`src/rtl/stripe_scheduler_pkg.sv`:
```
// ---------------------------------------------------------------------------
// stripe_scheduler_pkg: shared constants, state encoding and feed-length helper.
// Rev 1.0
// ---------------------------------------------------------------------------
`default_nettype none

package stripe_scheduler_pkg;

  localparam int N_PE     = 64;
  localparam int QW       = 2 * N_PE;
  localparam int SW       = 14;
  localparam int MAX_COLS = 512;
  localparam int WDOG     = 2048;

  localparam logic [SW-1:0] NEG_INF = 14'b11000000000000;

  typedef enum logic [2:0] {
    ST_IDLE  = 3'd0,
    ST_FETCH = 3'd1,
    ST_FEED  = 3'd2,
    ST_WAIT  = 3'd3,
    ST_NEXT  = 3'd4
  } state_e;

  function automatic logic [9:0] clamp_feed(input logic [9:0] remaining);
    return (remaining > 10'(MAX_COLS)) ? 10'(MAX_COLS) : remaining;
  endfunction

endpackage

`default_nettype wire

```
`src/rtl/stripe_scheduler_watchdog.sv`:
```
// ---------------------------------------------------------------------------
// stripe_watchdog: loadable up-counter with clear, enable and terminal-count flag.
// Rev 1.0
// ---------------------------------------------------------------------------
`default_nettype none

module stripe_watchdog #(
  parameter int              WIDTH  = 12,
  parameter logic [WIDTH-1:0] TC_VAL = '1
) (
  input  logic             i_clk,
  input  logic             i_rst,
  input  logic             i_clr,
  input  logic             i_load,
  input  logic [WIDTH-1:0] i_load_val,
  input  logic             i_en,
  output logic             o_tc
);

  logic [WIDTH-1:0] count_q, count_d;

  assign o_tc = (count_q == TC_VAL);

  // Saturates at the terminal value so the flag stays up until cleared.
  always_comb begin
    count_d = count_q;
    if (i_clr)
      count_d = '0;
    else if (i_load)
      count_d = i_load_val;
    else if (i_en && !o_tc)
      count_d = count_q + WIDTH'(1);
  end

  always_ff @(posedge i_clk or posedge i_rst) begin
    if (i_rst)
      count_q <= '0;
    else
      count_q <= count_d;
  end

endmodule

`default_nettype wire

```
`src/rtl/stripe_scheduler.sv`:
```
// ---------------------------------------------------------------------------
// stripe_scheduler: sequences one banded alignment job through the PE array, stripe by stripe.
// Rev 1.0
// ---------------------------------------------------------------------------
`default_nettype none

module stripe_scheduler
  import stripe_scheduler_pkg::*;
(
  input  logic          i_clk,
  input  logic          i_rst,
  input  logic          i_job_valid,
  output logic          o_job_ready,
  input  logic [9:0]    i_ref_len,
  input  logic [5:0]    i_num_stripes,
  output logic [5:0]    o_qry_addr,
  input  logic [QW-1:0] i_qry_data,
  output logic [9:0]    o_ref_addr,
  input  logic [1:0]    i_ref_data,
  output logic          o_pe_start,
  output logic [1:0]    o_pe_A,
  output logic [QW-1:0] o_pe_B,
  input  logic          i_stripe_end,
  input  logic [9:0]    i_start_position,
  input  logic [SW-1:0] i_max_score_stripe,
  output logic          o_done,
  output logic          o_error,
  output logic [SW-1:0] o_best_score,
  output logic [5:0]    o_best_stripe
);

  localparam int              WD_W  = $clog2(WDOG) + 1;
  localparam logic [WD_W-1:0] WD_TC = WD_W'(WDOG - 1);

  state_e        state_q, state_d;
  logic [9:0]    ref_len_q, base_q, feed_len_q, feed_cnt_q, ref_addr_q, start_pos_q;
  logic [5:0]    num_stripes_q, stripe_q, best_stripe_q;
  logic [SW-1:0] best_q;
  logic [QW-1:0] qry_q;
  logic          ready_q, done_q, error_q;

  logic          wd_tc, accept, feed_last, stripe_hit, timeout, job_end;
  logic [10:0]   next_sum;
  logic [9:0]    remaining, feed_len_d;

  assign accept     = i_job_valid && ready_q;
  assign remaining  = ref_len_q - base_q;
  assign feed_len_d = clamp_feed(remaining);
  assign feed_last  = (feed_cnt_q == feed_len_q - 10'd1);
  assign stripe_hit = (state_q == ST_WAIT) && i_stripe_end;
  assign timeout    = (state_q == ST_WAIT) && wd_tc && !i_stripe_end;
  assign next_sum   = {1'b0, base_q} + {1'b0, start_pos_q};
  assign job_end    = (stripe_q + 6'd1 == num_stripes_q) || (next_sum >= {1'b0, ref_len_q});

  stripe_watchdog #(
    .WIDTH  (WD_W),
    .TC_VAL (WD_TC)
  ) u_watchdog (
    .i_clk      (i_clk),
    .i_rst      (i_rst),
    .i_clr      (state_q != ST_WAIT),
    .i_load     (1'b0),
    .i_load_val ('0),
    .i_en       (state_q == ST_WAIT),
    .o_tc       (wd_tc)
  );

  always_ff @(posedge i_clk or posedge i_rst) begin
    if (i_rst)
      state_q <= ST_IDLE;
    else
      state_q <= state_d;
  end

  always_comb begin
    state_d = state_q;
    case (state_q)
      ST_IDLE:  if (accept) state_d = ST_FETCH;
      ST_FETCH: state_d = ST_FEED;
      ST_FEED:  if (feed_last) state_d = ST_WAIT;
      ST_WAIT: begin
        if (stripe_hit)   state_d = ST_NEXT;
        else if (timeout) state_d = ST_IDLE;
      end
      ST_NEXT:  state_d = job_end ? ST_IDLE : ST_FETCH;
      default:  state_d = ST_IDLE;
    endcase
  end

  // The query word is passed straight through on the first feed cycle and held afterwards.
  always_comb begin
    o_pe_start = 1'b0;
    o_pe_A     = 2'b00;
    o_pe_B     = qry_q;
    if (state_q == ST_FEED) begin
      o_pe_start = 1'b1;
      o_pe_A     = i_ref_data;
      if (feed_cnt_q == 10'd0)
        o_pe_B = i_qry_data;
    end
  end

  always_ff @(posedge i_clk or posedge i_rst) begin
    if (i_rst) begin
      ready_q       <= 1'b0;
      done_q        <= 1'b0;
      error_q       <= 1'b0;
      ref_len_q     <= '0;
      num_stripes_q <= '0;
      base_q        <= '0;
      stripe_q      <= '0;
      feed_len_q    <= '0;
      feed_cnt_q    <= '0;
      ref_addr_q    <= '0;
      start_pos_q   <= '0;
      qry_q         <= '0;
      best_q        <= NEG_INF;
      best_stripe_q <= '0;
    end else begin
      ready_q <= (state_d == ST_IDLE);
      done_q  <= 1'b0;
      case (state_q)
        ST_IDLE: if (accept) begin
          ref_len_q     <= i_ref_len;
          num_stripes_q <= i_num_stripes;
          error_q       <= 1'b0;
          base_q        <= '0;
          stripe_q      <= '0;
          ref_addr_q    <= '0;
          best_q        <= NEG_INF;
          best_stripe_q <= '0;
        end
        ST_FETCH: begin
          feed_len_q <= feed_len_d;
          feed_cnt_q <= '0;
          if (feed_len_d > 10'd1)
            ref_addr_q <= ref_addr_q + 10'd1;
        end
        // Address runs one base ahead of the data and stops at the stripe's last base.
        ST_FEED: begin
          if (feed_cnt_q == 10'd0)
            qry_q <= i_qry_data;
          feed_cnt_q <= feed_cnt_q + 10'd1;
          if (feed_cnt_q + 10'd2 < feed_len_q)
            ref_addr_q <= ref_addr_q + 10'd1;
        end
        // The offset is captured with the pulse so the array need not hold it.
        ST_WAIT: begin
          if (stripe_hit) begin
            start_pos_q <= i_start_position;
            if ($signed(i_max_score_stripe) > $signed(best_q)) begin
              best_q        <= i_max_score_stripe;
              best_stripe_q <= stripe_q;
            end
          end else if (timeout) begin
            error_q <= 1'b1;
            done_q  <= 1'b1;
          end
        end
        ST_NEXT: begin
          stripe_q   <= stripe_q + 6'd1;
          base_q     <= next_sum[9:0];
          ref_addr_q <= next_sum[9:0];
          if (job_end)
            done_q <= 1'b1;
        end
        default: ;
      endcase
    end
  end

  assign o_job_ready   = ready_q;
  assign o_done        = done_q;
  assign o_error       = error_q;
  assign o_best_score  = best_q;
  assign o_best_stripe = best_stripe_q;
  assign o_qry_addr    = stripe_q;
  assign o_ref_addr    = ref_addr_q;

endmodule

`default_nettype wire

```
`config.mk`:
```
export PLATFORM = sky130hd
export DESIGN_NAME = stripe_scheduler
export DESIGN_NICKNAME = d
export VERILOG_FILES = /design/src/rtl/stripe_scheduler_pkg.sv /design/src/rtl/stripe_scheduler_watchdog.sv /design/src/rtl/stripe_scheduler.sv
export SDC_FILE = /design/constraint.sdc
export NUM_CORES = 1
export LEC_CHECK = 0
export ABC_AREA = 1
export CORE_ASPECT_RATIO = 0.8
export CORE_UTILIZATION = 54
export DETAILED_ROUTE_END_ITERATION = 12
export PLACE_DENSITY = 0.86
export SYNTH_ARGS = -nofsm -noshare
export SYNTH_HDL_FRONTEND = slang
export SYNTH_HIERARCHICAL = 1
export SYNTH_SLANG_ARGS = --single-unit
```
`constraint.sdc`:
```
create_clock -name i_clk -period 11.3 [get_ports i_clk]
set_input_delay 2.26 -clock i_clk [delete_from_list [all_inputs] [get_ports i_clk]]
set_output_delay 2.26 -clock i_clk [all_outputs]
set_load 0.05 [all_outputs]
```
==> results of run 1 <==
[sequential cells by signal, summed over array words and instances, names as in the netlist, 10 cells and up]
signal / cells
qry_q: 128
o_best_score: 14
u_watchdog/count_q: 12
base_q: 10
feed_cnt_q: 10
feed_len_q: 10
o_ref_addr: 10
ref_len_q: 10
start_pos_q: 10
[path summary, 6_finish.rpt]
path                                   from               endpoint  slack [ps]  cells after the start
hold reg to reg            o_best_stripe[5]       o_best_stripe[5]         480                      2
min in group asynchronous             i_rst  u_watchdog/count_q[1]        2220                      2
setup / recovery              feed_cnt_q[0]              o_pe_B[6]        4440                      7
hold / removal             o_best_stripe[5]       o_best_stripe[5]         480                      2
setup reg to reg              feed_cnt_q[0]               qry_q[2]        7840                      6
max in group asynchronous             i_rst              qry_q[63]        7290                      3
[cells in the final DEF, fill, tap and decap left out, drive strengths merged, types with 3 or more instances in the layout]
cell type	count
o21bai	6
or2	6
buf	4
diode	5
a21oi	27
o22ai	8
clkdlybuf4s50	343
inv	157
a21o	4
o21ai	60
ha	60
dfrtp	236
nand2	395
clkbuf	37
nor2	101
and2	3
clkinv	4
mux2	128
nand3	100
nor3	8
nand3b	16
conb	15
nand4	27
xor2	8
xnor2	8
[through the flow]
| step | total power, mW | hold slack, ps |
|---|---|---|
| 2_1_floorplan | 4.44 | 453 |
| 3_3_place_gp | 5.47 | 462 |
| 3_5_place_dp | 5.57 | 472 |
| 4_1_cts | 6.46 | 488 |
| 5_1_grt | 6.80 | 501 |
| 6_report | 6.46 | 483 |
[cell type report]
type	count	area, um^2
fillers	1710	6110
diodes	5	12.5
repair buffers	347	3460
multi-input cells	994	6400
well taps	312	390
flip-flops and latches	238	5960
clock buffers	37	741
inverters	156	596
clock inverters	8	104
[logic make-up (layout without fill, tap and decap cells)]
kind of cell | after synthesis | after routing | share of synthesized area (%)
AOI/OAI and AO/OA | 114 | 114 | 4.77
xor gates and xnor gates | 16 | 16 | 1.06
adders and majority gates | 62 | 62 | 5.96
buffers and inverters | 196 | 548 | 7.30
DFF | 238 | 238 | 44.9
muxes | 129 | 129 | 14.3
other | 1 | 20 | 0.0282
and+or+nand+nor | 658 | 658 | 21.7
[power by group through the flow]
| stage | Clock (mW) | Sequential, mW | Combinational [mW] |
|---|---|---|---|
| floorplan | 0 | 1.46 | 2.98 |
| global placement | 0 | 1.40 | 4.07 |
| detailed placement | 0 | 1.42 | 4.15 |
| CTS | 0.865 | 1.41 | 4.18 |
| global route | 0.899 | 1.45 | 4.45 |
| finish | 0.852 | 1.42 | 4.19 |
[worst max-delay path, stage by stage, from the launching register on]
cell and delay, ps:
dfrtp_1 410, inv_1 140, ha_1 250, nand4_4 80
buf_4 870, buf_4 1000, mux2_2 330, clkdlybuf4s50_1 830
[metal layers]
| layer | track usage, % | vias to the layer above |
|---|---|---|
| li1 | - | 5290 |
| met1 | 40.8 | 5458 |
| met2 | 53.0 | 455 |
| met3 | 5.58 | 68 |
| met4 | 9.31 | 0 |
| met5 | 0 | - |
==> impl_metrics.tcl, run 1 <==
set metrics [dict create \
    p_sw_mw 3.22 \
    period_needed_ps 6860 \
    vias 11300 \
    finalHoldViolations 0 \
    outcome "finished clean" \
    finalCritPeriodShare_pct 60.7 \
    end_kind "primary output" \
    met1_length_mm 16.7 \
    synth.avg_cell_area_um2 9.39 \
    clock_skew_ps 11.0 \
    drc_errors 0 \
    wl_met3_mm 2.79 \
    placed_cell_area_um2 16800 \
    synth-edff-count 0 \
    first_iter_violations 817 \
    utilization_pct 74.3 \
    min_path_type "register to register" \
    grt_first_pass_wirelength_mm 60.9 \
    clock.fmax_mhz 146 \
    worstPathRequired_ps 9040 \
    crit_type "register to primary output" \
    vias_per_cell 5.37 \
    p_per_area_nw_per_um2 366 \
    cts_root_buf "clkbuf_16" \
    yosysTopAreaCell "dfrtp_1" \
    postSynth.asyncResetShare_pct 100 \
    grt.overflow.total 0 \
    intPower_mw 3.24 \
    areaGrowthSynthToFinish_pct 33.1 \
    synth_area_leaders "dfrtp_1 44%, mux2_4 14%, nand2_1 11%" \
    cts_buffers 25 \
    postCtsResizedCells 0 \
    pin_count 344 \
    p_leak_nw 8.72 \
    final_max_slew_viol_count 0 \
    start_kind "register" \
    cp_data_arrival_time_ps 4600 \
    wire_per_inst_um 19.0 \
    setup_viol 0 \
    cts_tree "done" \
    post_cts_buffers 0 \
    antenna_found_initial 4 \
    postLayoutCellArea_um2 17700 \
    relSlewSlack_pct 20.0 \
    yosysSeqAreaShare_pct 44.9 \
    synth_top_area_share_pct 44.5 \
    dp_slack_ps 5020 \
    routabilityCongestion 0.943 \
    netlist_area_um2 13300 \
    wl_met2_mm 19.2 \
    grt_pass1_vias 11000 \
    clock-sinks 238 \
    crit_fanout 67 \
    clkTransAtPathRegs_ps 60 \
    post-dp-hpwl_mm 29.3 \
    layout-drive-gt1-share_pct 11.7 \
    placed_cells 2047 \
    nets 1998 \
    yosys_warnings 6 \
    setup_ws_ps 4440 \
    synthFlopType "dfrtp_1" \
    rows 50 \
    cts_htree_levels 1 \
    coreArea_um2 23800 \
    cts_hold_buf 0 \
    start_util_pct 55.8 \
    swShare_pct 49.8 \
    routed.top_layer "met4" \
    die_h_um 142 \
    grt_max_degree 156 \
    dieArea_um2 25200 \
    synth-seq-cells 238 \
    synthDistinctLibCells 50 \
    io_buffers 343 \
    cts_buffer_depth 3 \
    insertion_delay_ps 530 \
    postRouteAntennaNets 0 \
    synth.most_common_cell "nand2_1" \
    rsz0062_at_grt "false" \
    netlist_instances 1414 \
    routed_wl_mm 39.9 \
    stdcell_count 2097 \
    drv_cap 0 \
    synthTopCellsByCount "388 x nand2_1, 236 x dfrtp_1, 150 x inv_1" \
    ir_drop_v 0.000213 \
    pwr-share-comb_pct 64.8 \
    grt_usage_pct 31.2 \
    dr.pass1.iters 5 \
    tightest_slew_ps 1200 \
    seqPwrFrac_pct 22.0 \
    p_clk_share_pct 13.2 \
    final.setup.tns_ps 0 \
    die_w_um 177 \
]
Power figures use the tool's default switching activity.
==> inputs of run 2 (changes only) <==
--- a/config.mk
+++ b/config.mk
@@ -7,9 +7,9 @@
 export LEC_CHECK = 0
 export ABC_AREA = 1
 export CORE_ASPECT_RATIO = 0.8
-export CORE_UTILIZATION = 54
+export CORE_UTILIZATION = 50
 export DETAILED_ROUTE_END_ITERATION = 12
-export PLACE_DENSITY = 0.86
+export PLACE_DENSITY = 0.81
 export SYNTH_ARGS = -nofsm -noshare
 export SYNTH_HDL_FRONTEND = slang
 export SYNTH_HIERARCHICAL = 1
==> constraint.sdc (replaced) <==
create_clock -name i_clk -period 6.92 [get_ports i_clk]
set_input_delay 1.384 -clock i_clk [delete_from_list [all_inputs] [get_ports i_clk]]
set_output_delay 1.384 -clock i_clk [all_outputs]
set_load 0.05 [all_outputs]
==> run 2 against run 1 <==
Utilization shrank 5.2 points. Wire length increased by 1.5%. Design area increased by 0.54%. Critical endpoint is now o_pe_B[1]. Power up 63%.
==> impl_metrics.tcl, run 2 (synthesis gave the netlist of run 1 again) <==
set metrics [dict create \
    grt_pass1_vias 10900 \
    dp_slack_ps 2280 \
    crit_path_max_incr_delay_ps 830 \
    p_sw_mw 5.23 \
    pwr-share-comb_pct 64.8 \
    die_w_um 184 \
    vias_per_cell 5.23 \
    nets 2002 \
    tightest_slew_ps 1020 \
    swShare_pct 49.7 \
    routed_wl_mm 40.5 \
    outcome "finished clean" \
    rsz0062_at_grt "false" \
    dr.pass1.iters 5 \
    post_cts_buffers 0 \
    grt_usage_pct 29.7 \
    cp_slowest_cell "clkdlybuf4s50_1" \
    power_mw 10.5 \
    pin_count 344 \
    layout-drive-gt1-share_pct 11.9 \
    crit_fanout 41 \
    min_path_type "register to register" \
    rows 52 \
    placed_cells 2088 \
    first_iter_violations 720 \
    relSlewSlack_pct 31.7 \
    final_common_cell "nand2_1" \
    finalHoldViolations 0 \
    cts_htree_levels 1 \
    finalCritPeriodShare_pct 75.1 \
    coreArea_um2 25700 \
    regMostFlops "qry_q" \
    post-dp-hpwl_mm 30.7 \
    setup_viol 0 \
    drv_cap 0 \
    end_kind "primary output" \
    cts_hold_buf 0 \
    postLayoutCellArea_um2 17800 \
    largest_reg_flops 128 \
    p_clk_share_pct 13.3 \
    grt.overflow.total 0 \
    grt_first_pass_wirelength_mm 62.2 \
    postRouteAntennaNets 0 \
    vias 11200 \
    start_kind "register" \
    die_h_um 148 \
    fill_cells 1977 \
    cp_data_arrival_time_ps 3810 \
    routabilityCongestion 0.900 \
    grt_max_degree 131 \
    cts_buffers 27 \
    clock-sinks 238 \
    path_common_cell "inv_2" \
    hold_ws_ps 479 \
    period_needed_ps 5200 \
    utilization_pct 69.1 \
    antenna_found_initial 5 \
    critPathTopFamily "buffers and inverters" \
    stdcell_count 2137 \
    cp_cell_sequence "inv_2 > nand3_4 > inv_2 > nand4_4 > buf_4 > mux2_2 > clkdlybuf4s50_1" \
    cts_tree "done" \
    cts_buffer_depth 3 \
    p_leak_nw 8.75 \
    io_buffers 343 \
    dieArea_um2 27200 \
    clock.fmax_mhz 192 \
    placed_cell_area_um2 16900 \
    final_max_slew_viol_count 0 \
    start_util_pct 51.7 \
    clkTransAtPathRegs_ps 60 \
    worstPathRequired_ps 5540 \
    wire_per_inst_um 19.0 \
    postCtsResizedCells 0 \
    final.setup.tns_ps 0 \
    seqPwrFrac_pct 21.9 \
    final_cell_mix "388 x nand2_1, 343 x clkdlybuf4s50_1, 236 x dfrtp_1" \
    clock_skew_ps 10.6 \
    insertion_delay_ps 530 \
    crit_type "register to primary output" \
    ir_drop_v 0.000399 \
    setup_ws_ps 1720 \
    drc_errors 0 \
    areaGrowthSynthToFinish_pct 33.8 \
    critPathBufInv 4 \
    intPower_mw 5.30 \
    p_per_area_nw_per_um2 592 \
    cts_root_buf "clkbuf_16" \
]
run 2: final cells by class:
| class | instances | area [um^2] | area share, % |
|---|---|---|---|
| Antenna cell | 2 | 5.00 | 0.0282 |
| Clock inverter | 8 | 71.3 | 0.402 |
| Sequential cell | 238 | 5960 | 33.5 |
| Tap cell | 351 | 439 | 2.47 |
| Timing Repair Buffer | 349 | 3500 | 19.7 |
| Clock buffer | 39 | 791 | 4.45 |
| Multi-Input combinational cell | 994 | 6400 | 36.0 |
| Inverter | 156 | 592 | 3.33 |
run 2: worst paths after layout:
check | to | cells after the start | slack, ps | from
worst max-delay path | o_pe_B[1] | 7 | 1720 | state_q[2]
worst min-delay path | o_best_score[12] | 2 | 480 | o_best_score[12]
worst max register to register | o_best_score[7] | 9 | 3640 | state_q[1]
worst min register to register | o_best_score[12] | 2 | 480 | o_best_score[12]
max in group asynchronous | ref_len_q[9] | 3 | 4310 | i_rst
min in group asynchronous | u_watchdog/count_q[3] | 2 | 1270 | i_rst
run 2: power groups by stage:
stage          clock network (mW)  logic, mW  registers (mW)
2_1_floorplan                   0       4.86            2.39
3_3_place_gp                    0       6.64            2.29
3_5_place_dp                    0       6.76            2.31
4_1_cts                      1.42       6.82            2.30
5_1_grt                      1.48       7.24            2.36
6_report                     1.39       6.82            2.31
run 2: per-layer routing:
layer  vias up  track usage (%)  routed length (um)
li1       5299                -                   -
met4         6             9.42                1340
met2       428             48.8               19100
met1      5372             39.1               16900
met5         -                0                  35
met3        79             6.60                3120
run 2: tightest hold or removal path: cells and delay by family, from the launching register on:
family	cells	cell delay, ps
simple gates	2	100
flops	1	380
==> inputs of run 3 (changes only) <==
==> constraint.sdc (replaced) <==
create_clock -name i_clk -period 5.4 [get_ports i_clk]
set_input_delay 1.08 -clock i_clk [delete_from_list [all_inputs] [get_ports i_clk]]
set_output_delay 1.08 -clock i_clk [all_outputs]
set_load 0.05 [all_outputs]
==> run 3 against run 2 <==
Via count is 0.73% lower. Non-clock buffer count stayed put. Clock-buffer cell count rose by 1. Clock skew increased by 2.9 ps. Critical endpoint is now o_pe_B[77]. Clock power grew 27%. Global-route usage shrank 1.5 points. Flip-flop and latch count unchanged. Wire length is 3.6% lower. Sequential share of layout area stayed put. Design area did not move. Combinational power up 27%.
==> impl_metrics.tcl, run 3 (synthesis gave the netlist of run 1 again) <==
set metrics [dict create \
    finalHoldViolations 0 \
    holdPathStages 2 \
    cts_buffers 26 \
    cts_root_buf "clkbuf_16" \
    end_kind "primary output" \
    postLayoutCellArea_um2 17800 \
    rows 52 \
    cts_buffer_depth 3 \
    placed_cell_area_um2 16900 \
    grt_max_degree 129 \
    rr_worst_depth 16 \
    ir_drop_v 0.000554 \
    die_h_um 148 \
    antenna_found_initial 4 \
    postCtsResizedCells 0 \
    grt_pass1_vias 10800 \
    cts_tree "done" \
    reg2reg_from "feed_cnt_q[4]" \
    io_buffers 343 \
    period_needed_ps 4550 \
    grt_usage_pct 28.3 \
    final.setup.tns_ps 0 \
    r2r_end "o_ref_addr[6]" \
    crit_start "state_q[2]" \
    areaGrowthSynthToFinish_pct 33.8 \
    tightest_slew_ps 1020 \
    routabilityCongestion 0.950 \
    nets 2001 \
    min_path_type "register to register" \
    worstPathRequired_ps 4320 \
    grt.overflow.total 0 \
    cts_htree_levels 1 \
    whs_endpoint "o_best_score[12]" \
    die_w_um 184 \
    post-dp-hpwl_mm 29.2 \
    top_usage_layer "met2" \
    outcome "finished clean" \
    first_iter_violations 747 \
    dr.pass1.iters 7 \
    post_cts_buffers 0 \
    routed_wl_mm 39.1 \
    start_util_pct 51.7 \
    pin_count 344 \
    final_cell_mix "388 x nand2_1, 343 x clkdlybuf4s50_1, 236 x dfrtp_1" \
    cp_data_arrival_time_ps 3470 \
    drc_errors 0 \
    p_leak_nw 8.75 \
    grtUsageMet3_pct 5.84 \
    setup_viol 0 \
    vias_per_cell 5.20 \
    regMostFlops "qry_q" \
    relSlewSlack_pct 31.6 \
    postRouteAntennaNets 0 \
    crit_type "register to primary output" \
    vias 11100 \
    wire_per_inst_um 18.3 \
    insertion_delay_ps 530 \
    layout-drive-gt1-share_pct 11.9 \
    clock.fmax_mhz 220 \
    p_per_area_nw_per_um2 755 \
    reg2reg_slack_ps 2150 \
    clock-sinks 238 \
    drv_cap 0 \
    largest_reg_flops 128 \
    finalCritPeriodShare_pct 84.3 \
    dieArea_um2 27200 \
    hp-start "o_best_score[12]" \
    grt_first_pass_wirelength_mm 59.8 \
    rsz0062_at_grt "false" \
    crit_fanout 128 \
    clock_skew_ps 13.5 \
    start_kind "register" \
    cts_hold_buf 0 \
    final_max_slew_viol_count 0 \
    final_common_cell "nand2_1" \
    grtUsageMet1_pct 37.4 \
    coreArea_um2 25700 \
    global_route.usage.met2_pct 47.8 \
    clkTransAtPathRegs_ps 60 \
]
[run 3: cell count changes in the layout (fill, tap and decap cells not counted), sizes merged]
cell / change
bufinv: -1
clkbuf: +1
clkinvlp: -1
inv: -1
[run 3: how the worst max path moves through the flow]
stage | to
after floorplan | base_q[0]
after global placement | o_pe_B[125]
after detailed placement | o_pe_B[123]
after CTS | o_pe_B[123]
after global routing | o_pe_B[62]
final | o_pe_B[77]
[run 3: worst max-delay path, cell delays in order (launching register included)]
cell,delay [ps]
dfrtp_1,420
inv_2,90
nand3_4,170
inv_2,130
nand4_4,120
buf_12,650
mux2_4,310
clkdlybuf4s50_1,850
[run 3: final cells by class]
type	instances	area, um^2
antenna	2	5.00
sequential	238	5960
clock inverter	5	25.0
clock buffer	40	825
inverter	156	592
timing repair buffer	349	3520
fill	1960	7940
multi-input combinational	994	6400
tap	351	439
[run 3: where the power goes]
| group | switching [mW] | leakage [nW] | internal (mW) | total, mW |
|---|---|---|---|---|
| logic | 5.48 | 5.37 | 3.20 | 8.68 |
| clock network | 0.726 | 0.428 | 1.04 | 1.77 |
| registers | 0.419 | 2.96 | 2.54 | 2.96 |
| total | 6.62 | 8.75 | 6.78 | 13.4 |
[run 3: routing by layer]
metal | wire length, um | vias to the layer above
met5 | 27 | -
met4 | 867 | 4
met3 | 2880 | 58
met2 | 18800 | 415
met1 | 16500 | 5324
li1 | - | 5301
[run 3: metrics by stage]
step                util, %  std cells  total power [mW]  worst slack, ps  hold WS (ps)
finish                 69.1       2135              13.4              850           472
global route           69.1       2134              14.1              760           501
CTS                    69.1       2133              13.4              893           476
detailed placement     65.8       2088              11.6             1480           464
global placement       65.8       2088              11.4             1500           462
floorplan                 -       1428              9.30             1370           453
